<file path="src/rtl/mult_sequencer.sv">
// Arithmetic-side multiply sequencer: steps multiplier digits as odd/even minor-cycle
// pairs (conditional add, then shift), issues da/ds/dy and waits for the ep1 end pulse.
module mult_sequencer #(
  parameter int DIGITS     = 36,
  parameter int LONG_BITS  = 35,
  parameter int SHORT_BITS = 17,
  parameter int EP_TIMEOUT = 72
) (
  input  logic clk,
  input  logic reset,
  input  logic start,
  input  logic long_mode,
  input  logic d0,
  input  logic ev,
  input  logic mplier_bit,
  input  logic ep1,
  output logic busy,
  output logic da,
  output logic add_en,
  output logic ds,
  output logic g5,
  output logic dy,
  output logic err
);

  localparam int CW = $clog2(LONG_BITS + 1);
  localparam int WW = $clog2(DIGITS);
  localparam int TW = $clog2(EP_TIMEOUT + 1);
  localparam logic [WW-1:0] WIN_LOAD = WW'(DIGITS - 1);
  localparam logic [TW-1:0] TIMEOUT  = TW'(EP_TIMEOUT);

  typedef enum logic [2:0] {
    IDLE,
    ARM,
    STEP_ADD,
    STEP_SHIFT,
    FINAL,
    WAIT_EP
  } state_t;

  state_t        state, state_next;
  logic [CW-1:0] count, count_next;
  logic [TW-1:0] tcount, tcount_next, tcount_inc;
  logic [WW-1:0] win, win_next;
  logic          add_bit, add_bit_next;
  logic          err_next;
  logic          start_q;
  logic          ev_d0, odd_d0, accept;

  assign ev_d0      = d0 & ev;
  assign odd_d0     = d0 & ~ev;
  assign tcount_inc = tcount + TW'(1);
  // start_q powers up high so a start level held through reset is not taken as a new order
  assign accept     = start & ~start_q;

  always_ff @(posedge clk) begin
    if (reset) begin
      state   <= IDLE;
      count   <= '0;
      tcount  <= '0;
      win     <= '0;
      add_bit <= 1'b0;
      err     <= 1'b0;
      start_q <= 1'b1;
    end else begin
      state   <= state_next;
      count   <= count_next;
      tcount  <= tcount_next;
      win     <= win_next;
      add_bit <= add_bit_next;
      err     <= err_next;
      start_q <= start;
    end
  end

  // win counts the remaining clocks of the add or shift window opened at the last d0
  always_comb begin
    state_next   = state;
    count_next   = count;
    tcount_next  = tcount;
    win_next     = (win != '0) ? win - WW'(1) : '0;
    add_bit_next = add_bit;
    err_next     = err;
    busy         = (state != IDLE);
    da           = 1'b0;
    add_en       = 1'b0;
    ds           = 1'b0;
    g5           = 1'b0;
    dy           = 1'b0;

    unique case (state)
      IDLE: begin
        if (accept) begin
          count_next = long_mode ? CW'(LONG_BITS) : CW'(SHORT_BITS);
          state_next = ARM;
        end
      end
      ARM: begin
        if (ev_d0) begin
          da         = 1'b1;
          state_next = STEP_ADD;
        end
      end
      STEP_ADD: begin
        g5 = (win != '0);
        if (odd_d0) begin
          add_en       = mplier_bit;
          add_bit_next = mplier_bit;
          win_next     = WIN_LOAD;
          state_next   = STEP_SHIFT;
        end
      end
      STEP_SHIFT: begin
        add_en = add_bit & (win != '0);
        if (ev_d0) begin
          ds         = 1'b1;
          g5         = 1'b1;
          win_next   = WIN_LOAD;
          count_next = count - CW'(1);
          state_next = (count == CW'(1)) ? FINAL : STEP_ADD;
        end
      end
      FINAL: begin
        g5 = (win != '0);
        if (ev_d0) begin
          dy = 1'b1;
          if (ep1) begin
            state_next = IDLE;
          end else begin
            tcount_next = TW'(1);
            state_next  = WAIT_EP;
          end
        end
      end
      WAIT_EP: begin
        dy = 1'b1;
        if (ep1) begin
          state_next = IDLE;
        end else if (tcount_inc == TIMEOUT) begin
          err_next   = 1'b1;
          state_next = IDLE;
        end else begin
          tcount_next = tcount_inc;
        end
      end
      default: state_next = IDLE;
    endcase
  end

endmodule

</file>
<file path="config.mk">
export PLATFORM = sky130hd
export DESIGN_NAME = mult_sequencer
export DESIGN_NICKNAME = d
export VERILOG_FILES = /design/src/rtl/mult_sequencer.sv
export SDC_FILE = /design/constraint.sdc
export NUM_CORES = 1
export LEC_CHECK = 0
export CAP_MARGIN = 40
export CORE_MARGIN = 4
export CORE_UTILIZATION = 40
export DETAILED_ROUTE_END_ITERATION = 7
export PLACE_DENSITY_LB_ADDON = 0.1
export SETUP_SLACK_MARGIN = 0.02
export SLEW_MARGIN = 30
export SYNTH_ARGS = -nofsm -noshare
export SYNTH_HDL_FRONTEND = slang
export SYNTH_SLANG_ARGS = --single-unit
</file>
<file path="constraint.sdc">
create_clock -name clk -period 3 [get_ports clk]
set_input_delay 0.3 -clock clk [delete_from_list [all_inputs] [get_ports clk]]
set_output_delay 0.3 -clock clk [all_outputs]
set_load 0.03 [all_outputs]
</file>
# After elaboration in Yosys (flattened, before gate mapping)
# Cells that the tools add are included.
# totals
ff_bits,25
out_inout_bits,7
# op_classes
mux,30
eq_ne,16
n_addsub,3
bitwise_logic,7
reduce_logical,11
# op_table
cell,n
$mux W6,6
$mux W7,4
$mux W3,9
$pmux W6 S2,2
$pmux W3 S6,1
$ne A2 B2 Y1 const B,8
$pmux W7 S2,1
$sub A6 B1 Y6 const B,2
$add A7 B1 Y7 const B,1
$eq A7 B7 Y1 const B,1
$eq A3 B2 Y1 const B,2
$eq A3 B3 Y1 const B,2
$eq A6 B1 Y1 const B,1
$pmux W1 S2,3
$reduce_and A3 Y1,2
$reduce_and A6 Y1,1
$reduce_bool A6 Y1,1
$reduce_and A5 Y1,1
$and A1 B1 Y1,4
$mux W1,4
$reduce_bool A2 Y1,2
$eq A3 B1 Y1 const B,1
$logic_not A3 Y1,1
$ne A3 B3 Y1 const B,1
other kinds (4),6

# Logic depth before layout (Yosys ltp)
# Gate-level depths: netlist of the first run.
# depth
depth_word,5
ltp_mapped,7
mapped_depth_nobuf,6

# Worst setup path before layout of the first run
# Ideal clock, no wire load.
# synth_timing
path_type,reg2reg
startpoint,register state[2]
endpoint,register count[1]
path_buffers,0
setup_slack_ns,1.177
arrival_ns,1.752
setup_ns,0.071
path_stages_with_launch,6
cell_sequence,dfxtp_1 or3_1 or3_1 nor2b_4 a211o_1 a21oi_1
# synth_between
elab_chain_len,3
elab_cells_between_ends,7
cone_classes,eq/ne (3); mux (1); reduce/logical (3)
# synth_rtl
element,line,rtl
from (decl),41,"state_t state, state_next;"
from (signal assigned),66,state <= state_next;
$eq A3 B2 Y1 or $logic_not A3 Y1 (tied branches),91,unique case (state)
$ne A2 B2 Y1 (no line) or $reduce_bool A2 Y1 (tied branches),n/a,
$reduce_and A3 Y1 (no line),n/a,
to (signal assigned),67,count <= count_next;
to (decl),42,"logic [CW-1:0] count, count_next;"
# Several ways; a longest one is shown, not always the timed one.
# A chain may end at the register's enable or synchronous reset.

# Worst setup path in the final report of the first run
# layout_timing
startpoint,register state[0]
endpoint,output port g5
# layout_between
elab_chain_len,3
elab_cells_between_ends,5
cone_classes,eq/ne (3); mux (1); reduce/logical (1)
# layout_rtl
element,line,rtl
$eq A3 B3 Y1 or $eq A3 B2 Y1 (tied branches),91,
$reduce_or A2 Y1 (no line),n/a,
$pmux W1 S2 (*),91,
to (decl),21,"output logic g5,"
# Mark *: on every way between the ends. The rest lies on a longest branch, timed or not.

==> results of run 1 <==
==> cells in the mapped netlist, drive strengths merged <==
master	number
or3	3
and2	3
mux2	1
nor4	4
a32o	2
o31a	1
o31ai	2
nor2	17
nand2b	3
nand4	2
mux2i	2
nand3b	4
nand3	7
ha	5
a21o	2
o2111ai	1
a31o	1
o41ai	1
clkbuf	3
a41o	1
or2	4
a2111oi	1
xor2	4
a311oi	1
xnor2	3
nor2b	1
o211a	1
dfxtp	25
and4b	1
a211o	1
a2111o	1
and3b	1
o21a	1
and3	1
nand2	12
buf	3
o21ai	9
nor3	9
inv	9
a31oi	4
a21oi	17
a41oi	1
==> metal layers <==
| layer | vias up | GRT usage | wire length [µm] |
|---|---|---|---|
| met3 | 2 | 0.0250 | 124 |
| met5 | - | 0 | 0 |
| met2 | 35 | 0.261 | 1510 |
| met1 | 593 | 0.195 | 1530 |
| li1 | 673 | - | - |
| met4 | 0 | 0.0532 | 23 |
==> layout by cell type, fill, tap and decap left out, types with 4 or more instances in the layout <==
cell	netlist	layout
dfxtp_1	25	25
a21oi_1	17	17
nor2_1	16	16
clkdlybuf4s50_1	0	14
nand2_1	12	12
nor3_1	9	9
inv_1	8	8
o21ai_1	7	7
nand3_1	7	7
ha_1	5	5
nand3b_1	4	4
nor4_1	4	4
xor2_1	4	4
==> registers in the layout, indices dropped and copies added, names as in the netlist <==
register and count:
add_bit 1, count 6, err 1, start_q 1, state 3, tcount 7, win 6
==> layout make-up <==
type,count,area (µm²)
Tap cell,46,57.6
Inverter,9,33.8
Sequential cell,25,500
Clock buffer,4,26.3
Fill cell,335,1760
Multi-Input combinational cell,135,860
Timing Repair Buffer,15,148
==> path summary, 6_finish.rpt <==
path                                            start                     end  slack, ps  cells past startpoint
worst max-delay path            state[0]$_SDFFE_PP0P_                      g5        360                      4
worst min-delay path                win[0]$_SDFF_PP0_       win[0]$_SDFF_PP0_        480                      1
worst min register to register      win[0]$_SDFF_PP0_       win[0]$_SDFF_PP0_        480                      1
worst max register to register  state[2]$_SDFFE_PP0P_  tcount[5]$_SDFFE_PP0P_        880                      5
==> per-stage QoR <==
stage	power, W	worst slack, ps	instance area [µm²]	hold slack, ps	cells
6_report	0.000780	357	1630	482	234
5_1_grt	0.000836	166	1630	503	234
4_1_cts	0.000790	346	1630	488	234
3_5_place_dp	0.000634	529	1600	466	230
3_3_place_gp	0.000625	592	1600	456	230
2_1_floorplan	0.000577	1180	1420	400	175
==> worst max-delay path: cells and delay by family, from the launching register on <==
family | cells | cell delay [ps]
AO/OA/AOI/OAI | 1 | 140
buffers and inverters | 1 | 660
flip-flops | 1 | 630
AND/OR/NAND/NOR | 2 | 600
==> cells by family (layout without fill, tap and decap cells) <==
family / count (synthesis) / in the layout / share of synthesized area
flip-flops: 25 / 25 / 0.352
AO/OA/AOI/OAI: 48 / 48 / 0.226
adder cells (fa/ha/maj): 5 / 5 / 0.0441
multiplexers: 3 / 3 / 0.0220
AND/OR/NAND/NOR: 72 / 72 / 0.270
XOR/XNOR: 7 / 7 / 0.0432
buffers and inverters: 15 / 28 / 0.0423
==> power breakdown <==
group	switching [W]	internal [W]	total (W)
Sequential	0.0000319	0.000373	0.000405
Clock	0.000103	0.0000521	0.000155
Combinational	0.000121	0.0000994	0.000220
==> results_dict.tcl, run 1 <==
set metrics [dict create \
    ant_nets 0 \
    nets 202 \
    areaGrowthSynthToFinish_pct 14.4 \
    viasPerCell 5.57 \
    core_area_um2 3390 \
    wl_per_cell_um 13.6 \
    rsz0062_at_grt "no" \
    utilization 0.480 \
    p_leak_nw 0.577 \
    ys_types 47 \
    tightest_slew_ps 510 \
    finalSetupViolCount 0 \
    cts_tree "done" \
    clk_latency_ps 320 \
    die_area_um2 4570 \
    end_kind "output pin" \
    drive_above_1_share 0.0479 \
    cp_max_fo 14 \
    vdd_drop_max_mv 0.201 \
    cts_buffers 3 \
    outcome "finished clean" \
    relSlewSlack 0.657 \
    drt-pass1-iter-count 4 \
    io_pins 15 \
    place_hpwl_mm 2.42 \
    cellPowerDensity_nw_per_um2 480 \
    netlist_area_um2 1420 \
    portBuffers 14 \
    criticalPathCategory "flop to output pin" \
    finalMaxSlewViolations 0 \
    clkTransAtPathRegs_ps 140 \
    synth_area_leaders "dfxtp_1 (35%), a21oi_1 (6.0%), ha_1 (4.4%)" \
    first_iter_violations 107 \
    synthCells 175 \
    hp-class "flop to flop" \
    path_cells "nand3b_1, nor2_4, a31o_1, clkdlybuf4s50_1" \
    fmaxAchievable_mhz 378 \
    die_h_um 67.6 \
    grt_overflow 0 \
    initial_core_util 0.419 \
    hold_viol_final 0 \
    setup_tns_ps 0 \
    critPathSlowestCell "clkdlybuf4s50_1" \
    period_needed_ps 2640 \
    fin_crit_sh 0.881 \
    cts.sinks 25 \
    rows 21 \
    antenna_cells 0 \
    gp_congestion 0.867 \
    cts_max_path_buffers 2 \
    grt_pass1_vias 1204 \
    route.detailed.drc 0 \
    skew_ps 4.11 \
    htreeDepth 1 \
    maxCapViolCount 0 \
    max_stage_delay_ps 660 \
    cts.repair.resized 0 \
    start_kind "flop" \
    cts-hold-fix-buffers 0 \
    via_count 1303 \
    cts-root-buf "clkbuf_4" \
    grtUsageTotal 0.154 \
    synth.avg_cell_area_um2 8.11 \
    post_cts_buffers 0 \
    ys_seq_area_frac 0.352 \
    worstPathArrival_ps 2340 \
    yosys_warnings 0 \
    synth_top_area_cell "dfxtp_1" \
    cp.required_ps 2700 \
    antenna_found_initial 0 \
    grt_max_degree 21 \
    synth_nets 188 \
    grt_pass1_wl_mm 5.44 \
    synth_top_area_frac 0.352 \
    wl_mm 3.19 \
    ys_ff_latch 25 \
    die_w_um 67.6 \
]
No activity file was read; power rests on OpenSTA's default activity.
==> inputs of run 2 (changes only) <==
Settings changed: CORE_MARGIN 4 to 10, SLEW_MARGIN 30 to 5.
==> run 2 against run 1 <==
  * Clock power is essentially flat
  * Utilization about the same
  * Via count about the same
  * Largest cell class unchanged
  * Non-clock buffer count did not move
  * Flip-flop and latch count did not move
  * Maximum frequency decreased by 3.3%
  * Die area is 39% higher
  * Total power shrank 0.26%
  * Wire length increased by 1.7%
  * Highest routed layer unchanged
==> results_dict.tcl, run 2 (same netlist as run 1, synthesis figures left out) <==
set metrics [dict create \
    outcome "finished clean" \
    dpl_cell_area_um2 1600 \
    htreeDepth 1 \
    cts-root-buf "clkbuf_4" \
    p_leak_nw 0.580 \
    initial_core_util 0.419 \
    grt_max_degree 21 \
    place_hpwl_mm 2.46 \
    post_cts_buffers 0 \
    nets 202 \
    clkTransAtPathRegs_ps 140 \
    core_area_um2 3390 \
    finalMaxSlewViolations 0 \
    hold_viol_final 0 \
    criticalPathCategory "flop to output pin" \
    largest_reg_flops 7 \
    antenna_found_initial 0 \
    antenna_cells 0 \
    cts_max_path_buffers 2 \
    regMostFlops "tcount" \
    cts_tree "done" \
    setup_tns_ps 0 \
    ant_nets 0 \
    fin_hold_ws_ps 489 \
    io_pins 15 \
    cp.required_ps 2700 \
    hp-class "flop to flop" \
    tightest_slew_ps 514 \
    period_needed_ps 2730 \
    skew_ps 11.2 \
    die_h_um 79.6 \
    grt_pass1_vias 1225 \
    final_cell_mix "dfxtp_1 (25), a21oi_1 (17), nor2_1 (16)" \
    finalSetupViolCount 0 \
    top_regs "tcount: 7 flops, count: 6 flops, win: 6 flops" \
    wl_per_cell_um 13.9 \
    route.detailed.drc 0 \
    via_count 1302 \
    final_cell_area_um2 1630 \
    cts-hold-fix-buffers 0 \
    die_w_um 79.6 \
    mostFrequentLayoutCell "dfxtp_1" \
    areaGrowthSynthToFinish_pct 14.5 \
    cts_buffers 3 \
    portBuffers 14 \
    relSlewSlack 0.654 \
    viasPerCell 5.56 \
    fmaxAchievable_mhz 366 \
    cp_max_fo 14 \
    wl_mm 3.24 \
    first_iter_violations 97 \
    start_kind "flop" \
    drive_above_1_share 0.0532 \
    drt-pass1-iter-count 4 \
    grtUsageTotal 0.108 \
    worstPathArrival_ps 2430 \
    grt_overflow 0 \
    rows 21 \
    gp_congestion 0.862 \
    maxCapViolCount 0 \
    fin_crit_sh 0.911 \
    rsz0062_at_grt "no" \
    die_area_um2 6330 \
    vdd_drop_max_mv 0.171 \
    cts.sinks 25 \
    cts.repair.resized 0 \
    cellPowerDensity_nw_per_um2 478 \
    end_kind "output pin" \
    clk_latency_ps 320 \
    grt_pass1_wl_mm 5.66 \
]
[run 2: cell types whose count changed in the layout (fill, tap and decap cells not counted)]
| cell | before | now |
|---|---|---|
| clkbuf_1 | 1 | 0 |
| clkinv_2 | 0 | 1 |
[run 2: layout make-up]
class	instances	area, µm²
clock buffers	3	22.5
clock inverters	1	5.00
fillers	335	1760
inverters	9	33.8
multi-input cells	135	860
flip-flops and latches	25	500
well taps	46	57.6
repair buffers	15	148
[run 2: stage by stage]
step           cells  worst slack, ps  utilization  power (W)
6_report         234              267        0.480   0.000778
3_3_place_gp     230              581        0.472   0.000625
5_1_grt          234              160        0.480   0.000839
3_5_place_dp     230              549        0.472   0.000634
2_1_floorplan    175             1180            -   0.000577
4_1_cts          234              300        0.480   0.000786
[run 2: worst paths after layout]
| check | cells after the start | start | slack, ps | to |
|---|---|---|---|---|
| worst min register to register | 2 | err$_SDFFE_PP0P_ | 490 | err$_SDFFE_PP0P_ |
| worst min-delay path | 2 | err$_SDFFE_PP0P_ | 490 | err$_SDFFE_PP0P_ |
| worst max register to register | 5 | state[2]$_SDFFE_PP0P_ | 870 | tcount[5]$_SDFFE_PP0P_ |
| worst max-delay path | 4 | state[0]$_SDFFE_PP0P_ | 270 | g5 |
[run 2: power by group]
group          leakage [nW]  internal (W)  switching, W
Combinational         0.359      0.000100      0.000120
Sequential            0.203      0.000373     0.0000328
Clock                0.0177     0.0000499      0.000103
[run 2: critical path, stage by stage, from the launching register on]
cell and delay, ps:
dfxtp_1 650, nand3b_1 340, nor2_4 300, a31o_1 150, clkdlybuf4s50_1 670
[run 2: routing by layer]
layer	vias to the layer above	GRT usage	wire length, µm
met4	0	0.0430	23
met3	2	0.0270	164
met5	-	0	0
li1	666	-	-
met2	22	0.166	1500
met1	612	0.141	1550
==> inputs of run 3 (changes only) <==
Settings changed: PLACE_DENSITY_LB_ADDON 0.1 to not set.
==> run 3 against run 2 <==
  * Flip-flop and latch count did not move
  * Critical path depth did not move
  * Largest cell class unchanged
  * Die area did not move
  * Worst setup slack improved by 96 ps
  * Maximum frequency rose by 3.6%
  * Utilization did not move
  * Combinational power barely moved
  * Clock-buffer cell count did not move
  * Total power fell by 0.24%
  * Sequential power barely moved
  * Largest power group unchanged
==> results_dict.tcl, run 3 (same netlist as run 1, synthesis figures left out) <==
set metrics [dict create \
    outcome "finished clean" \
    cp.required_ps 2700 \
    clk_latency_ps 320 \
    fin_crit_sh 0.879 \
    cts_buffers 3 \
    first_iter_violations 101 \
    cts.sinks 25 \
    viasPerCell 5.53 \
    gp_congestion 0.860 \
    top_regs "tcount: 7 flops, count: 6 flops, win: 6 flops" \
    antenna_cells 0 \
    finalSetupViolCount 0 \
    worstSetupEndpoint "g5" \
    cts_tree "done" \
    core_area_um2 3390 \
    maxCapViolCount 0 \
    criticalPathCategory "flop to output pin" \
    hp-class "flop to flop" \
    via_count 1293 \
    ant_nets 0 \
    wl_per_cell_um 13.7 \
    seq_area_um2 500 \
    rsz0062_at_grt "no" \
    vdd_drop_max_mv 0.196 \
    cts-root-buf "clkbuf_4" \
    cts-hold-fix-buffers 0 \
    cellPowerDensity_nw_per_um2 477 \
    areaGrowthSynthToFinish_pct 14.5 \
    place_hpwl_mm 2.45 \
    hold_viol_final 0 \
    fmaxAchievable_mhz 379 \
    tightest_slew_ps 532 \
    mostFrequentLayoutCell "dfxtp_1" \
    final_cell_mix "dfxtp_1 (25), a21oi_1 (17), nor2_1 (16)" \
    antenna_found_initial 0 \
    cp_max_fo 14 \
    fin_hold_ws_ps 486 \
    p_leak_nw 0.580 \
    nFillCells 324 \
    route.detailed.drc 0 \
    final_cell_area_um2 1630 \
    regMostFlops "tcount" \
    clkTransAtPathRegs_ps 140 \
    initial_core_util 0.419 \
    worstPathArrival_ps 2340 \
    rr_endpoint "tcount[5]$_SDFFE_PP0P_" \
    die_h_um 79.6 \
    dpl_cell_area_um2 1600 \
    grt_max_degree 21 \
    cts_max_path_buffers 2 \
    largest_reg_flops 7 \
    htreeDepth 1 \
    start_kind "flop" \
    grt_overflow 0 \
    io_pins 15 \
    wl_mm 3.21 \
    cts.repair.resized 0 \
    grt_pass1_vias 1219 \
    cp-startpoint "state[0]$_SDFFE_PP0P_" \
    grtUsageTotal 0.103 \
    setup_tns_ps 0 \
    skew_ps 11.1 \
    end_kind "output pin" \
    nets 202 \
    relSlewSlack 0.642 \
    multi_input_area_um2 860 \
    period_needed_ps 2640 \
    grt_pass1_wl_mm 5.49 \
    reg2reg_slack_ps 870 \
    p_total_w 0.000776 \
    r2r_cells 5 \
    drt-pass1-iter-count 4 \
    utilization 0.480 \
    die_area_um2 6330 \
    finalMaxSlewViolations 0 \
    portBuffers 14 \
    rows 21 \
    drive_above_1_share 0.0532 \
    die_w_um 79.6 \
    r2r-start "state[2]$_SDFFE_PP0P_" \
    post_cts_buffers 0 \
]
## run 3: where the power goes
group	leakage, nW	internal, W	switching [W]	total, W
sequential	0.203	0.000373	0.0000322	0.000405
clock	0.0177	0.0000499	0.0000998	0.000150
combinational	0.359	0.0000995	0.000122	0.000222
## run 3: how the worst min path moves through the flow
stage | from | to | slack, ps | cells past startpoint
6_report | win[0]$_SDFF_PP0_ | win[0]$_SDFF_PP0_ | 490 | 1
5_1_grt | win[0]$_SDFF_PP0_ | win[0]$_SDFF_PP0_ | 520 | 1
4_1_cts | win[0]$_SDFF_PP0_ | win[0]$_SDFF_PP0_ | 490 | 1
3_5_place_dp | err$_SDFFE_PP0P_ | err$_SDFFE_PP0P_ | 470 | 2
3_3_place_gp | err$_SDFFE_PP0P_ | err$_SDFFE_PP0P_ | 470 | 2
2_1_floorplan | start | start_q$_SDFF_PP1_ | 400 | 1
## run 3: final cells by class
| class | count | share of cell area |
|---|---|---|
| clock buffers | 3 | 0.0138 |
| clock inverters | 1 | 0.00308 |
| inverters | 9 | 0.0208 |
| multi-input cells | 135 | 0.528 |
| flip-flops and latches | 25 | 0.308 |
| well taps | 46 | 0.0354 |
| repair buffers | 15 | 0.0908 |
## run 3: critical path, stage by stage, from the launching register on
cell,delay (ps)
dfxtp_1,630
nand3b_1,310
nor2_4,280
a31o_1,130
clkdlybuf4s50_1,670
## run 3: routing by layer
metal  vias to the layer above  wire length [µm]  GRT usage
met5                         -                 0          0
met4                         0                22     0.0341
met3                         2               208     0.0259
met2                        26              1370      0.157
met1                       604              1610      0.136
li1                        661                 -          -
## run 3: per-stage QoR
| stage | cells | worst slack, ps |
|---|---|---|
| floorplan | 175 | 1180 |
| global placement | 230 | 580 |
| detailed placement | 230 | 549 |
| CTS | 234 | 347 |
| global route | 234 | 179 |
| finish | 234 | 363 |
